==> src/rtl/aurora_pkg.sv <==
// aurora_pkg: shared guard state type and width helpers for the Aurora TX/RX blocks
package aurora_pkg;
  typedef enum logic [2:0] {ST_PASS, ST_FWD, ST_DROP, ST_STALL, ST_FLUSH} tx_guard_state_t;
  // bits needed to hold the values 0..v (at least one bit)
  function automatic int width_for(input int v);
    return v < 2 ? 1 : $clog2(v + 1);
  endfunction
  // last timer value before a hold times out; 0 when the timeout is disabled
  function automatic int tmo_last(input int tmo);
    return tmo == 0 ? 0 : tmo - 1;
  endfunction
endpackage

==> src/rtl/aurora_tx_frame_guard_if.sv <==
// aurora_tx_frame_guard_if: AXI-Stream beat bundle with source/sink modports
interface aurora_tx_frame_guard_if #(
  parameter int DATA_W = 8,
  parameter int KEEP_W = DATA_W / 8
);
  logic [DATA_W-1:0] tdata;
  logic [KEEP_W-1:0] tkeep;
  logic              tvalid;
  logic              tlast;
  logic              tready;
  modport master (output tdata, tkeep, tvalid, tlast, input tready);
  modport slave (input tdata, tkeep, tvalid, tlast, output tready);
endinterface

==> src/rtl/aurora_link_debounce.sv <==
// aurora_link_debounce: qualifies channel_up with UP_DLY+1 consecutive high samples
module aurora_link_debounce
  import aurora_pkg::*;
#(
  parameter int UP_DLY = 16
) (
  input  logic clk,
  input  logic rst_n,
  input  logic channel_up,
  output logic link_ok
);
  localparam int W = width_for(UP_DLY);
  localparam logic [W-1:0] LAST = W'(UP_DLY);
  logic [W-1:0] cnt;
  // any low sample drops the link at once; rise only after a full run of high samples
  always_ff @(posedge clk or negedge rst_n)
    if (!rst_n) begin
      cnt     <= '0;
      link_ok <= 1'b0;
    end else if (!channel_up) begin
      cnt     <= '0;
      link_ok <= 1'b0;
    end else if (cnt == LAST) link_ok <= 1'b1;
    else cnt <= cnt + W'(1);
endmodule

==> src/rtl/aurora_tx_frame_guard.sv <==
// aurora_tx_frame_guard: frame-aware gate between the TX FIFO and the Aurora TX AXI-S port
module aurora_tx_frame_guard
  import aurora_pkg::*;
#(
  parameter int DATA_W   = 8,
  parameter int KEEP_W   = DATA_W / 8,
  parameter int UP_DLY   = 16,
  parameter int HOLD_TMO = 1024,
  parameter int CNT_W    = 32
) (
  input  logic                    clk,
  input  logic                    rst_n,
  input  logic                    channel_up,
  input  logic                    hold_en,
  input  logic                    cnt_clr,
  output logic                    link_ok,
  output logic                    loss_data,
  output logic                    loss_frame,
  output logic                    trunc_frame,
  output logic [CNT_W-1:0]        drop_beats,
  output logic [CNT_W-1:0]        drop_frames,
  aurora_tx_frame_guard_if.slave  i_tx,
  aurora_tx_frame_guard_if.master o_tx
);
  localparam int TW = width_for(HOLD_TMO);
  localparam logic [TW-1:0] TMO_LAST = TW'(tmo_last(HOLD_TMO));
  tx_guard_state_t st;
  tx_guard_state_t bnd;
  logic [TW-1:0]   tmr;
  logic            fwd;
  logic            acc;
  logic            drop;
  aurora_link_debounce #(.UP_DLY(UP_DLY)) u_debounce (
    .clk        (clk),
    .rst_n      (rst_n),
    .channel_up (channel_up),
    .link_ok    (link_ok)
  );
  assign o_tx.tdata  = i_tx.tdata[DATA_W-1:0];
  assign o_tx.tkeep  = i_tx.tkeep[KEEP_W-1:0];
  assign o_tx.tlast  = i_tx.tlast;
  assign fwd         = (st == ST_PASS || st == ST_FWD) && link_ok;
  assign o_tx.tvalid = fwd & i_tx.tvalid;
  assign i_tx.tready = fwd ? o_tx.tready : st == ST_STALL ? 1'b0 : st == ST_PASS ? !hold_en : 1'b1;
  assign acc         = i_tx.tvalid & i_tx.tready;
  assign drop        = acc & !fwd;
  // where a frame boundary goes next: forward if the link is good, else hold or flush
  assign bnd         = link_ok ? ST_PASS : hold_en ? ST_STALL : ST_FLUSH;
  // frame tracking state, hold timer and the per-beat loss pulses
  always_ff @(posedge clk or negedge rst_n)
    if (!rst_n) begin
      st          <= ST_PASS;
      tmr         <= '0;
      loss_data   <= 1'b0;
      loss_frame  <= 1'b0;
      trunc_frame <= 1'b0;
    end else begin
      loss_data   <= drop;
      loss_frame  <= drop & i_tx.tlast;
      trunc_frame <= st == ST_FWD && !link_ok;
      tmr         <= st == ST_STALL ? tmr + TW'(1) : '0;
      case (st)
        ST_PASS:
          if (!link_ok) st <= (drop && !i_tx.tlast) ? ST_DROP : bnd;
          else if (acc && !i_tx.tlast) st <= ST_FWD;
        ST_FWD:
          if (!link_ok) st <= ST_DROP;
          else if (acc && i_tx.tlast) st <= ST_PASS;
        ST_DROP:
          if (acc && i_tx.tlast) st <= bnd;
        ST_STALL:
          if (link_ok) st <= ST_PASS;
          else if (HOLD_TMO != 0 && tmr == TMO_LAST) st <= ST_FLUSH;
        ST_FLUSH:
          if (acc && !i_tx.tlast) st <= ST_DROP;
          else if (link_ok) st <= ST_PASS;
        default: st <= ST_PASS;
      endcase
    end
  // saturating loss counters; a clear beats a same-cycle increment
  always_ff @(posedge clk or negedge rst_n)
    if (!rst_n) begin
      drop_beats  <= '0;
      drop_frames <= '0;
    end else begin
      drop_beats  <= cnt_clr ? '0 : drop_beats + CNT_W'(drop && !(&drop_beats));
      drop_frames <= cnt_clr ? '0 : drop_frames + CNT_W'(drop && i_tx.tlast && !(&drop_frames));
    end
endmodule

==> src/flat_wrapper.sv <==
// flat-port wrapper written by rule: the top's interface ports become plain ports
module aurora_tx_frame_guard_flat import aurora_pkg::*;
#(
  parameter int DATA_W   = 8,
  parameter int KEEP_W   = DATA_W / 8,
  parameter int UP_DLY   = 16,
  parameter int HOLD_TMO = 1024,
  parameter int CNT_W    = 32
)
  (clk, rst_n, channel_up, hold_en, cnt_clr, link_ok, loss_data, loss_frame, trunc_frame, drop_beats, drop_frames, i_tx_tdata, i_tx_tkeep, i_tx_tvalid, i_tx_tlast, i_tx_tready, o_tx_tdata, o_tx_tkeep, o_tx_tvalid, o_tx_tlast, o_tx_tready);
  aurora_tx_frame_guard_if #(.DATA_W(DATA_W), .KEEP_W(KEEP_W)) i_tx_i ();
  aurora_tx_frame_guard_if #(.DATA_W(DATA_W), .KEEP_W(KEEP_W)) o_tx_i ();
  input  logic clk;
  input  logic rst_n;
  input  logic channel_up;
  input  logic hold_en;
  input  logic cnt_clr;
  output logic link_ok;
  output logic loss_data;
  output logic loss_frame;
  output logic trunc_frame;
  output logic [CNT_W-1:0] drop_beats;
  output logic [CNT_W-1:0] drop_frames;
  input wire logic [$bits(i_tx_i.tdata)-1:0] i_tx_tdata;
  input wire logic [$bits(i_tx_i.tkeep)-1:0] i_tx_tkeep;
  input wire logic [$bits(i_tx_i.tvalid)-1:0] i_tx_tvalid;
  input wire logic [$bits(i_tx_i.tlast)-1:0] i_tx_tlast;
  output wire logic [$bits(i_tx_i.tready)-1:0] i_tx_tready;
  output wire logic [$bits(o_tx_i.tdata)-1:0] o_tx_tdata;
  output wire logic [$bits(o_tx_i.tkeep)-1:0] o_tx_tkeep;
  output wire logic [$bits(o_tx_i.tvalid)-1:0] o_tx_tvalid;
  output wire logic [$bits(o_tx_i.tlast)-1:0] o_tx_tlast;
  input wire logic [$bits(o_tx_i.tready)-1:0] o_tx_tready;
  assign i_tx_i.tdata = i_tx_tdata;
  assign i_tx_i.tkeep = i_tx_tkeep;
  assign i_tx_i.tvalid = i_tx_tvalid;
  assign i_tx_i.tlast = i_tx_tlast;
  assign i_tx_tready = i_tx_i.tready;
  assign o_tx_tdata = o_tx_i.tdata;
  assign o_tx_tkeep = o_tx_i.tkeep;
  assign o_tx_tvalid = o_tx_i.tvalid;
  assign o_tx_tlast = o_tx_i.tlast;
  assign o_tx_i.tready = o_tx_tready;
  aurora_tx_frame_guard #(.DATA_W(DATA_W), .KEEP_W(KEEP_W), .UP_DLY(UP_DLY), .HOLD_TMO(HOLD_TMO), .CNT_W(CNT_W)) u_core (.clk(clk), .rst_n(rst_n), .channel_up(channel_up), .hold_en(hold_en), .cnt_clr(cnt_clr), .link_ok(link_ok), .loss_data(loss_data), .loss_frame(loss_frame), .trunc_frame(trunc_frame), .drop_beats(drop_beats), .drop_frames(drop_frames), .i_tx(i_tx_i), .o_tx(o_tx_i));
endmodule
==> config.mk <==
export PLATFORM = sky130hd
export DESIGN_NAME = aurora_tx_frame_guard_flat
export DESIGN_NICKNAME = d
export VERILOG_FILES = /design/src/rtl/aurora_pkg.sv /design/src/rtl/aurora_tx_frame_guard_if.sv /design/src/rtl/aurora_link_debounce.sv /design/src/rtl/aurora_tx_frame_guard.sv /design/src/flat_wrapper.sv
export SDC_FILE = /design/constraint.sdc
export NUM_CORES = 1
export LEC_CHECK = 0
export CORE_MARGIN = 1
export CORE_UTILIZATION = 40
export CTS_CLUSTER_SIZE = 28
export DETAILED_ROUTE_END_ITERATION = 8
export MAX_ROUTING_LAYER = met4
export PLACE_DENSITY = 0.72
export SLEW_MARGIN = 25
export SYNTH_ARGS = -nofsm -noshare
export SYNTH_HDL_FRONTEND = slang
export SYNTH_SLANG_ARGS = --single-unit
==> constraint.sdc <==
create_clock -name clk -period 3.6 [get_ports clk]
set_input_delay 0.36 -clock clk [delete_from_list [all_inputs] [get_ports clk]]
set_output_delay 0.36 -clock clk [all_outputs]
set_load 0.1 [all_outputs]
### Word-level counts from Yosys, hierarchy flattened

Cells that the tools add are included.

| storage, ports and cells | value |
|---|---|
| register bits after elaboration | 87 |
| input bits | 17 |

| operators by class | value |
|---|---|
| add/sub/neg operators | 4 |
| eq/ne operators | 13 |
| multiplexer cells | 23 |
| bitwise gates (word level) | 4 |
| reduce and logical (&&, ||, !) cells | 19 |

Operators with widths:

| cell | count |
|---|---|
| 32-bit by 1-bit adder with 32-bit output | 2 |
| 32-bit two-way mux | 2 |
| 32-bit AND reduction | 2 |
| 3-bit two-way mux | 12 |
| 3-bit case mux with 5 select lines | 1 |
| 11-bit by 1-bit adder with 11-bit output (second input constant) | 1 |
| 11-bit by 10-bit equality test with 1-bit output (second input constant) | 1 |
| 11-bit two-way mux | 1 |
| 5-bit two-way mux | 2 |
| 3-bit != test (second input constant) | 3 |
| 1-bit logical AND | 8 |
| 3-bit by 2-bit equality test with 1-bit output (second input constant) | 2 |
| 1-bit logical NOT | 6 |
| 5-bit by 1-bit adder with 5-bit output (second input constant) | 1 |
| 5-bit equality test (second input constant) | 1 |
| 1-bit two-way mux | 5 |
| 5-bit AND reduction | 1 |
| 1-bit AND | 4 |
| 2-bit by 1-bit != test with 1-bit output (second input constant) | 2 |
| 3-bit by 1-bit equality test with 1-bit output (second input constant) | 1 |
| 3-bit equality test (second input constant) | 1 |
| 3-bit logical NOT | 1 |
| 3-bit by 2-bit != test with 1-bit output (second input constant) | 1 |
| 2-bit != test (second input constant) | 1 |
| 1-bit logical OR | 1 |

### Depth between registers and ports, before layout

Gate-level depths: netlist of the first run.

| logic depth | value |
|---|---|
| word-level depth | 10 |
| gate-level depth with buffers | 13 |

### Cells and area by module

Synthesis of the first run repeated with hierarchy kept, for this count alone.

| second synthesis, totals | value |
|---|---|
| cell total of the unflattened synthesis | 463 |
| area, all modules | 4619.4 um^2 |

By module, submodules not included:

| module | times used | cells each | area an instance (um^2) |
|---|---|---|---|
| aurora_tx_frame_guard | 1 | 435 | 4304.1 |
| aurora_link_debounce | 1 | 28 | 315.3 |

### Least setup slack after synthesis of the first run

No wires, ideal clock.

| path | value |
|---|---|
| path type | register to register |
| start | reg u_core.drop_beats[4] |
| end | reg u_core.drop_beats[20] |
| setup time | 0.132 ns |
| arrival | 3.501 ns |
| required time | 3.468 ns |
| path slack | -0.033 ns |
| stages on the path, launching flop included | 12 |
| period minus slack after synthesis | 3.633 ns |
| cells stage by stage | dfrtp_1 -> and4_1 -> nand4_2 -> or4_1 -> o31a_1 -> ha_1 -> ha_1 -> and3_1 -> nand3_1 -> nor3_1 -> xnor2_1 -> nor2_1 |

| between the ends | value |
|---|---|
| longest elaborated chain between the ends | 5 |

RTL lines:

| what | line | text |
|---|---|---|
| start, declared | aurora_tx_frame_guard.sv:20 | `output logic [CNT_W-1:0] drop_beats,` |
| start signal, assigned | aurora_tx_frame_guard.sv:86 | `drop_beats <= cnt_clr ? '0 : drop_beats + CNT_W'(drop && !(&drop_beats));` |
| 32-bit AND reduction | aurora_tx_frame_guard.sv:86 |  |
| 1-bit logical NOT | aurora_tx_frame_guard.sv:86 |  |
| 1-bit logical AND | aurora_tx_frame_guard.sv:86 |  |
| 32-bit by 1-bit adder with 32-bit output * | aurora_tx_frame_guard.sv:86 |  |
| 32-bit two-way mux * | aurora_tx_frame_guard.sv:86 |  |

Mark *: on every way between the ends. The rest lies on a longest branch, timed or not.
A chain may end at the register's enable or synchronous reset.

### Worst setup path after layout of the first run

| path | value |
|---|---|
| start | reg u_core.drop_beats[9] |
| end | reg u_core.drop_beats[20] |

The elaborated chain is that of the path after synthesis.

==> run_results.csv, run 1 <==
group,metric,value,unit
status,outcome,"finished clean",
timing,max_freq,311,MHz
worst_setup_path,reg2reg_depth,11,
worst_hold_path,hp-class,"input pin to asynchronous set/reset pin",
worst_setup_path,crit_path_start_kind,"register",
power_and_ir_drop,leakagePower,2.29,nW
worst_setup_path,crit_slowest_cell,"or4_1",
synthesis,synth_top_area_frac,0.488,
worst_setup_path,cp-endpoint,"u_core.drop_beats[20]$_DFF_PN0_",
run,max_cap_violations,0,
finish,drive_above_1_share,0.0706,
finish,fin_cells,678,
cts,clk_latency,0.36,ns
synthesis,synth_area,4460,sq um
worst_setup_path,startpoint,"u_core.drop_beats[9]$_DFF_PN0_",
detailed_routing,drt-wirelength-per-cell,14.4,um
floorplanning,pin_count,97,
cts,cts_hold_buf,0,
floorplanning,die_h,108,um
timing,fin_hold_ws,0.0690,ns
worst_setup_path,rr_endpoint,"u_core.drop_beats[20]$_DFF_PN0_",
global_routing,antenna_found_initial,0,
worst_setup_path,cpPeakStageDelay,0.57,ns
cts,cts_resized,0,
timing,drv_slew,0,
synthesis,yosysTopAreaCell,"dfrtp_1",
finish,antenna_cells,0,
placed_design,port_buffers,78,
timing,fin_ws,0.386,ns
timing,hold_violations,0,
synthesis,ys_top_cells_by_count,"dfrtp_1 (87), nor2_1 (77), nand3_1 (41)",
floorplanning,die_area,11600,sq um
detailed_routing,viasPerCell,5.19,
cts,clk_path_buf_depth,2,
cts,tritoncts,"yes",
placed_design,dpl_worst_slack,0.374,ns
global_routing,grt_pass1_vias,3409,
worst_setup_path,cp-end-kind,"register",
timing,final-setup-viol-count,0,
global_routing,grt_overflow,0,
cts,cts_made_buffers,9,
detailed_routing,wirelength,9.74,mm
timing,fin_skew,0.0174,ns
synthesis,syn_area_per_cell,9.66,sq um
worst_setup_path,critical_path.top_delay_family,"simple AND/OR/NAND/NOR gates",
power_and_ir_drop,ir_drop,0.000267,V
synthesis,yosysWarnings,0,
floorplanning,core_area,10800,sq um
synthesis,synth_area_leaders,"dfrtp_1 (49%), xor2_1 (7.1%), nor2_1 (6.5%)",
synthesis,ys_seq_area_frac,0.488,
synthesis,synthCells,462,
worst_setup_path,path_class,"register to register",
timing,fin_crit_sh,0.893,
detailed_routing,postRouteAntennaNets,0,
synthesis,synthMostInstantiatedCell,"dfrtp_1",
detailed_routing,drt_iter0_drc,157,
floorplanning,start_util,0.412,
detailed_routing,drt_pass1_iterations,4,
placed_design,post-place-cells,662,
synthesis,ys_async_sr_fraction,1.00,
placed_design,dp_hpwl,6.81,mm
finish,nNetsFinal,557,
worst_setup_path,path_cells,"and4_1, nand4_2, or4_1, o31a_1, ha_1, ha_1, and3_1, nand3_1, nor3_1, xnor2_1, nor2_1",
worst_setup_path,crit_top_cell,"ha_1",
floorplanning,num_rows,38,
timing,relSlewSlack,0.309,
detailed_routing,drcViolationCount,0,
synthesis,syn_nets,486,
finish,area_growth,24.8,%
worst_setup_path,cp.depth,11,
floorplanning,die_x,108,um
timing,setup-tns-final,0,ns
synthesis,synth_flop_cell,"dfrtp_1",
placed_design,place_congestion,0.847,
cts,clock_tree.root_cell,"clkbuf_8",
detailed_routing,vias,3522,
synthesis,synth_cell_type_count,41,
timing,worstMarginPinSlew,1.03,ns
worst_setup_path,worstPathMaxFanout,9,
cts,cts-htree-levels,3,
worst_setup_path,worst-r2r-setup-slack,0.39,ns
power_and_ir_drop,power_density,425,nW/um^2
timing,min_period,3.21,ns
cts,path_clk_slew,0.10,ns
global_routing,grt.total_usage,0.185,
cts,cts_num_sinks,87,
global_routing,grt_start_max_net_pins,65,
timing,rsz0062_at_grt,"false",
synthesis,ys_ff_latch,87,
worst_setup_path,r2r-start,"u_core.drop_beats[9]$_DFF_PN0_",
worst_setup_path,cp_num_buf_inv,0,
cts,cts_setup_buffers,0,
global_routing,grt_pass1_wl,16.5,mm
synthesis,synth_edf_count,0,
worst_setup_path,crit_arrival,3.43,ns
worst_setup_path,required,3.81,ns
==> state kept, by name, indices dropped and copies added, names as in the netlist <==
register and flops:
u_core.st 3, u_core.tmr 11, u_core.u_debounce.cnt 5, u_core.loss_frame 1, u_core.u_debounce.link_ok 1, u_core.drop_beats 32
u_core.drop_frames 32, u_core.trunc_frame 1, u_core.loss_data 1
==> cells by family after synthesis <==
kind of cell,Yosys count,share of synthesized area
AOI/OAI and AO/OA,31,0.0401
xor gates and xnor gates,66,0.129
and+or+nand+nor,234,0.279
muxes,3,0.00701
DFF,87,0.488
adders and majority gates,7,0.0196
buffers and inverters,34,0.0376
==> stage by stage <==
step / util / cell area, sq um / power [mW]
4_1_cts: 0.514 / 5570 / 2.39
6_report: 0.514 / 5570 / 2.37
2_1_floorplan: - / 4470 / 1.47
5_1_grt: 0.514 / 5570 / 2.47
3_3_place_gp: 0.491 / 5320 / 1.54
3_5_place_dp: 0.491 / 5320 / 1.54
==> area by class of cell <==
type | instances | area [sq um]
clock buffers | 9 | 124
flip-flops and latches | 87 | 2180
inverters | 12 | 45.0
well taps | 140 | 175
fillers | 1015 | 5270
clock inverters | 7 | 126
repair buffers | 82 | 798
multi-input cells | 341 | 2120
==> layout by cell type (no fill, tap or decap), types with 2 or more instances in the layout <==
cell and count:
dfrtp_2 5, xor2_1 36, mux2i_1 2, nand3_1 41, ha_1 7, and2_1 4, nand4_1 20, nor2_1 77
o21ai_1 4, o21ai_0 9, bufinv_16 3, buf_4 9, clkdlybuf4s50_1 73, nor4_1 7, or3_1 9, dfrtp_1 82
nor4_4 4, nand2_1 28, o21a_1 3, a21oi_1 10, inv_1 12, and3_1 10, clkbuf_8 9, xnor2_1 30
nor2b_1 7, nor3_1 9, inv_6 2, nand2b_1 2, and4_1 8
==> how the worst min path moves through the flow <==
| stage | start | endpoint | slack [ns] |
|---|---|---|---|
| 2_1_floorplan | rst_n | u_core.drop_beats[0]$_DFF_PN0_ | 0.06 |
| 3_3_place_gp | rst_n | u_core.u_debounce.cnt[1]$_DFFE_PN0P_ | 0.47 |
| 3_5_place_dp | rst_n | u_core.u_debounce.cnt[2]$_DFFE_PN0P_ | 0.48 |
| 4_1_cts | rst_n | u_core.drop_beats[13]$_DFF_PN0_ | 0.09 |
| 5_1_grt | rst_n | u_core.drop_beats[16]$_DFF_PN0_ | 0.11 |
| 6_report | rst_n | u_core.drop_beats[16]$_DFF_PN0_ | 0.07 |
==> report_power, final <==
part | switching (mW) | internal, mW
Combinational | 0.316 | 0.131
Clock | 0.377 | 0.471
Sequential | 0.0587 | 1.02
==> routing by layer <==
metal | wire length (um) | global-route usage
met2 | 4570 | 0.293
met5 | 0 | -
met4 | 89 | 0.0558
met3 | 465 | 0.0297
met1 | 4620 | 0.245
Note: power is estimated with default switching activity, not from simulation.
==> run 2: changes to the inputs <==
Settings changed: CORE_UTILIZATION 40 to 30, PLACE_DENSITY 0.72 to 0.59.
==> run_results.csv, run 2 (synthesis results as in run 1) <==
group,metric,value,unit
status,outcome,"finished clean",
detailed_routing,wirelength,10.3,mm
run,max_cap_violations,0,
detailed_routing,vias,3556,
timing,hold_violations,0,
worst_setup_path,worstPathMaxFanout,9,
finish,antenna_cells,0,
timing,setup-tns-final,0,ns
worst_hold_path,hp-class,"input pin to asynchronous set/reset pin",
timing,drv_slew,0,
timing,relSlewSlack,0.321,
placed_design,port_buffers,78,
cts,cts_hold_buf,0,
worst_setup_path,crit_path_start_kind,"register",
detailed_routing,drt-wirelength-per-cell,14.3,um
timing,worstMarginPinSlew,1.02,ns
global_routing,grt_overflow,0,
timing,min_period,3.20,ns
placed_design,place_congestion,0.849,
worst_setup_path,required,3.80,ns
floorplanning,num_rows,44,
cts,clk_path_buf_depth,2,
finish,fin_area,5710,sq um
power_and_ir_drop,power_density,442,nW/um^2
floorplanning,die_h,124,um
power_and_ir_drop,total_power,2.52,mW
cts,cts_setup_buffers,0,
timing,final-setup-viol-count,0,
cts,cts-htree-levels,3,
finish,final_cell_mix,"dfrtp_1 (82), nor2_1 (77), clkdlybuf4s50_1 (73), nand3_1 (41), xor2_1 (36)",
finish,nNetsFinal,559,
floorplanning,pin_count,97,
worst_setup_path,cp-end-kind,"register",
worst_setup_path,reg2reg_depth,11,
detailed_routing,viasPerCell,4.92,
finish,fillers,1449,
floorplanning,die_area,15400,sq um
global_routing,grt_pass1_vias,3549,
timing,max_freq,312,MHz
global_routing,grt_pass1_wl,17.2,mm
power_and_ir_drop,ir_drop,0.000267,V
placed_design,dp_hpwl,7.16,mm
finish,drive_above_1_share,0.0705,
floorplanning,die_x,124,um
cts,tritoncts,"yes",
worst_setup_path,path_class,"register to register",
detailed_routing,postRouteAntennaNets,0,
placed_design,placed_cell_area,5390,sq um
worst_setup_path,crit_arrival,3.40,ns
cts,cts_resized,0,
cts,path_clk_slew,0.06,ns
cts,cts_made_buffers,9,
floorplanning,start_util,0.307,
global_routing,grt.total_usage,0.151,
cts,clk_latency,0.34,ns
power_and_ir_drop,leakagePower,2.33,nW
finish,area_growth,27.9,%
timing,rsz0062_at_grt,"false",
finish,largest_registers,"u_core.drop_beats x32, u_core.drop_frames x32, u_core.tmr x11",
timing,fin_crit_sh,0.889,
cts,clock_tree.root_cell,"clkbuf_16",
detailed_routing,drt_iter0_drc,140,
timing,fin_skew,0.00535,ns
detailed_routing,drt_pass1_iterations,6,
global_routing,antenna_found_initial,0,
global_routing,grt_start_max_net_pins,72,
detailed_routing,drcViolationCount,0,
cts,cts_num_sinks,87,
finish,utilization,0.393,
finish,final_common_cell,"dfrtp_1",
floorplanning,core_area,14500,sq um
[run 2: cell count changes in the layout (fill, tap and decap cells not counted)]
cell        delta
buf_4          +1
buf_6          +1
bufinv_16      -1
clkbuf_1       +1
clkbuf_16      +9
clkbuf_8       -8
clkinv_2       +2
clkinvlp_4     -1
inv_6          -2
inv_8          -1
[run 2: layout make-up]
class / instances / area (sq um) / share of cell area
inverter: 12 / 45.0 / 0.00789
sequential: 87 / 2180 / 0.383
timing repair buffer: 84 / 817 / 0.143
clock inverter: 4 / 70.1 / 0.0123
clock buffer: 11 / 243 / 0.0425
tap: 184 / 230 / 0.0403
multi-input combinational: 341 / 2120 / 0.371
[run 2: power by group]
group / leakage (nW) / switching, mW / internal, mW
clock network: 0.155 / 0.370 / 0.621
logic: 0.983 / 0.321 / 0.132
registers: 1.20 / 0.0605 / 1.02
[run 2: layer usage]
metal  GRT usage  part of all wire  wire length, um  up-vias
met5           -                 0                0        -
met1       0.178              0.46             4720     1752
met3      0.0353             0.035              362       16
met2       0.247              0.49             5060       66
li1            -                 -                -     1722
met4      0.0610             0.017              179        0
[run 2: worst max-delay path, stage by stage, from the launching register on]
cell	delay, ns
dfrtp_2	0.42
and4_1	0.27
nand4_2	0.20
or4_1	0.56
o31a_1	0.31
ha_1	0.22
ha_1	0.23
and3_1	0.25
nand3_1	0.27
nor3_1	0.12
xnor2_1	0.15
nor2_1	0.06
[run 2: per-stage QoR]
step | std cells | hold WS (ns) | worst slack (ns)
global placement | 708 | 0.473 | 0.448
finish | 723 | 0.0170 | 0.399
global route | 723 | 0.0621 | 0.183
floorplan | 462 | 0.0644 | 0.00182
detailed placement | 708 | 0.479 | 0.272
CTS | 723 | 0.184 | 0.404
[run 2: worst paths after layout]
check / start / to / slack [ns]
max: u_core.drop_beats[4]$_DFF_PN0_ / u_core.drop_beats[20]$_DFF_PN0_ / 0.40
min: rst_n / u_core.drop_frames[20]$_DFF_PN0_ / 0.02
max reg2reg: u_core.drop_beats[4]$_DFF_PN0_ / u_core.drop_beats[20]$_DFF_PN0_ / 0.40
min reg2reg: u_core.tmr[0]$_DFF_PN0_ / u_core.tmr[0]$_DFF_PN0_ / 0.49
max in group asynchronous: rst_n / u_core.u_debounce.cnt[0]$_DFFE_PN0P_ / 2.85
min in group clk: u_core.tmr[0]$_DFF_PN0_ / u_core.tmr[0]$_DFF_PN0_ / 0.49
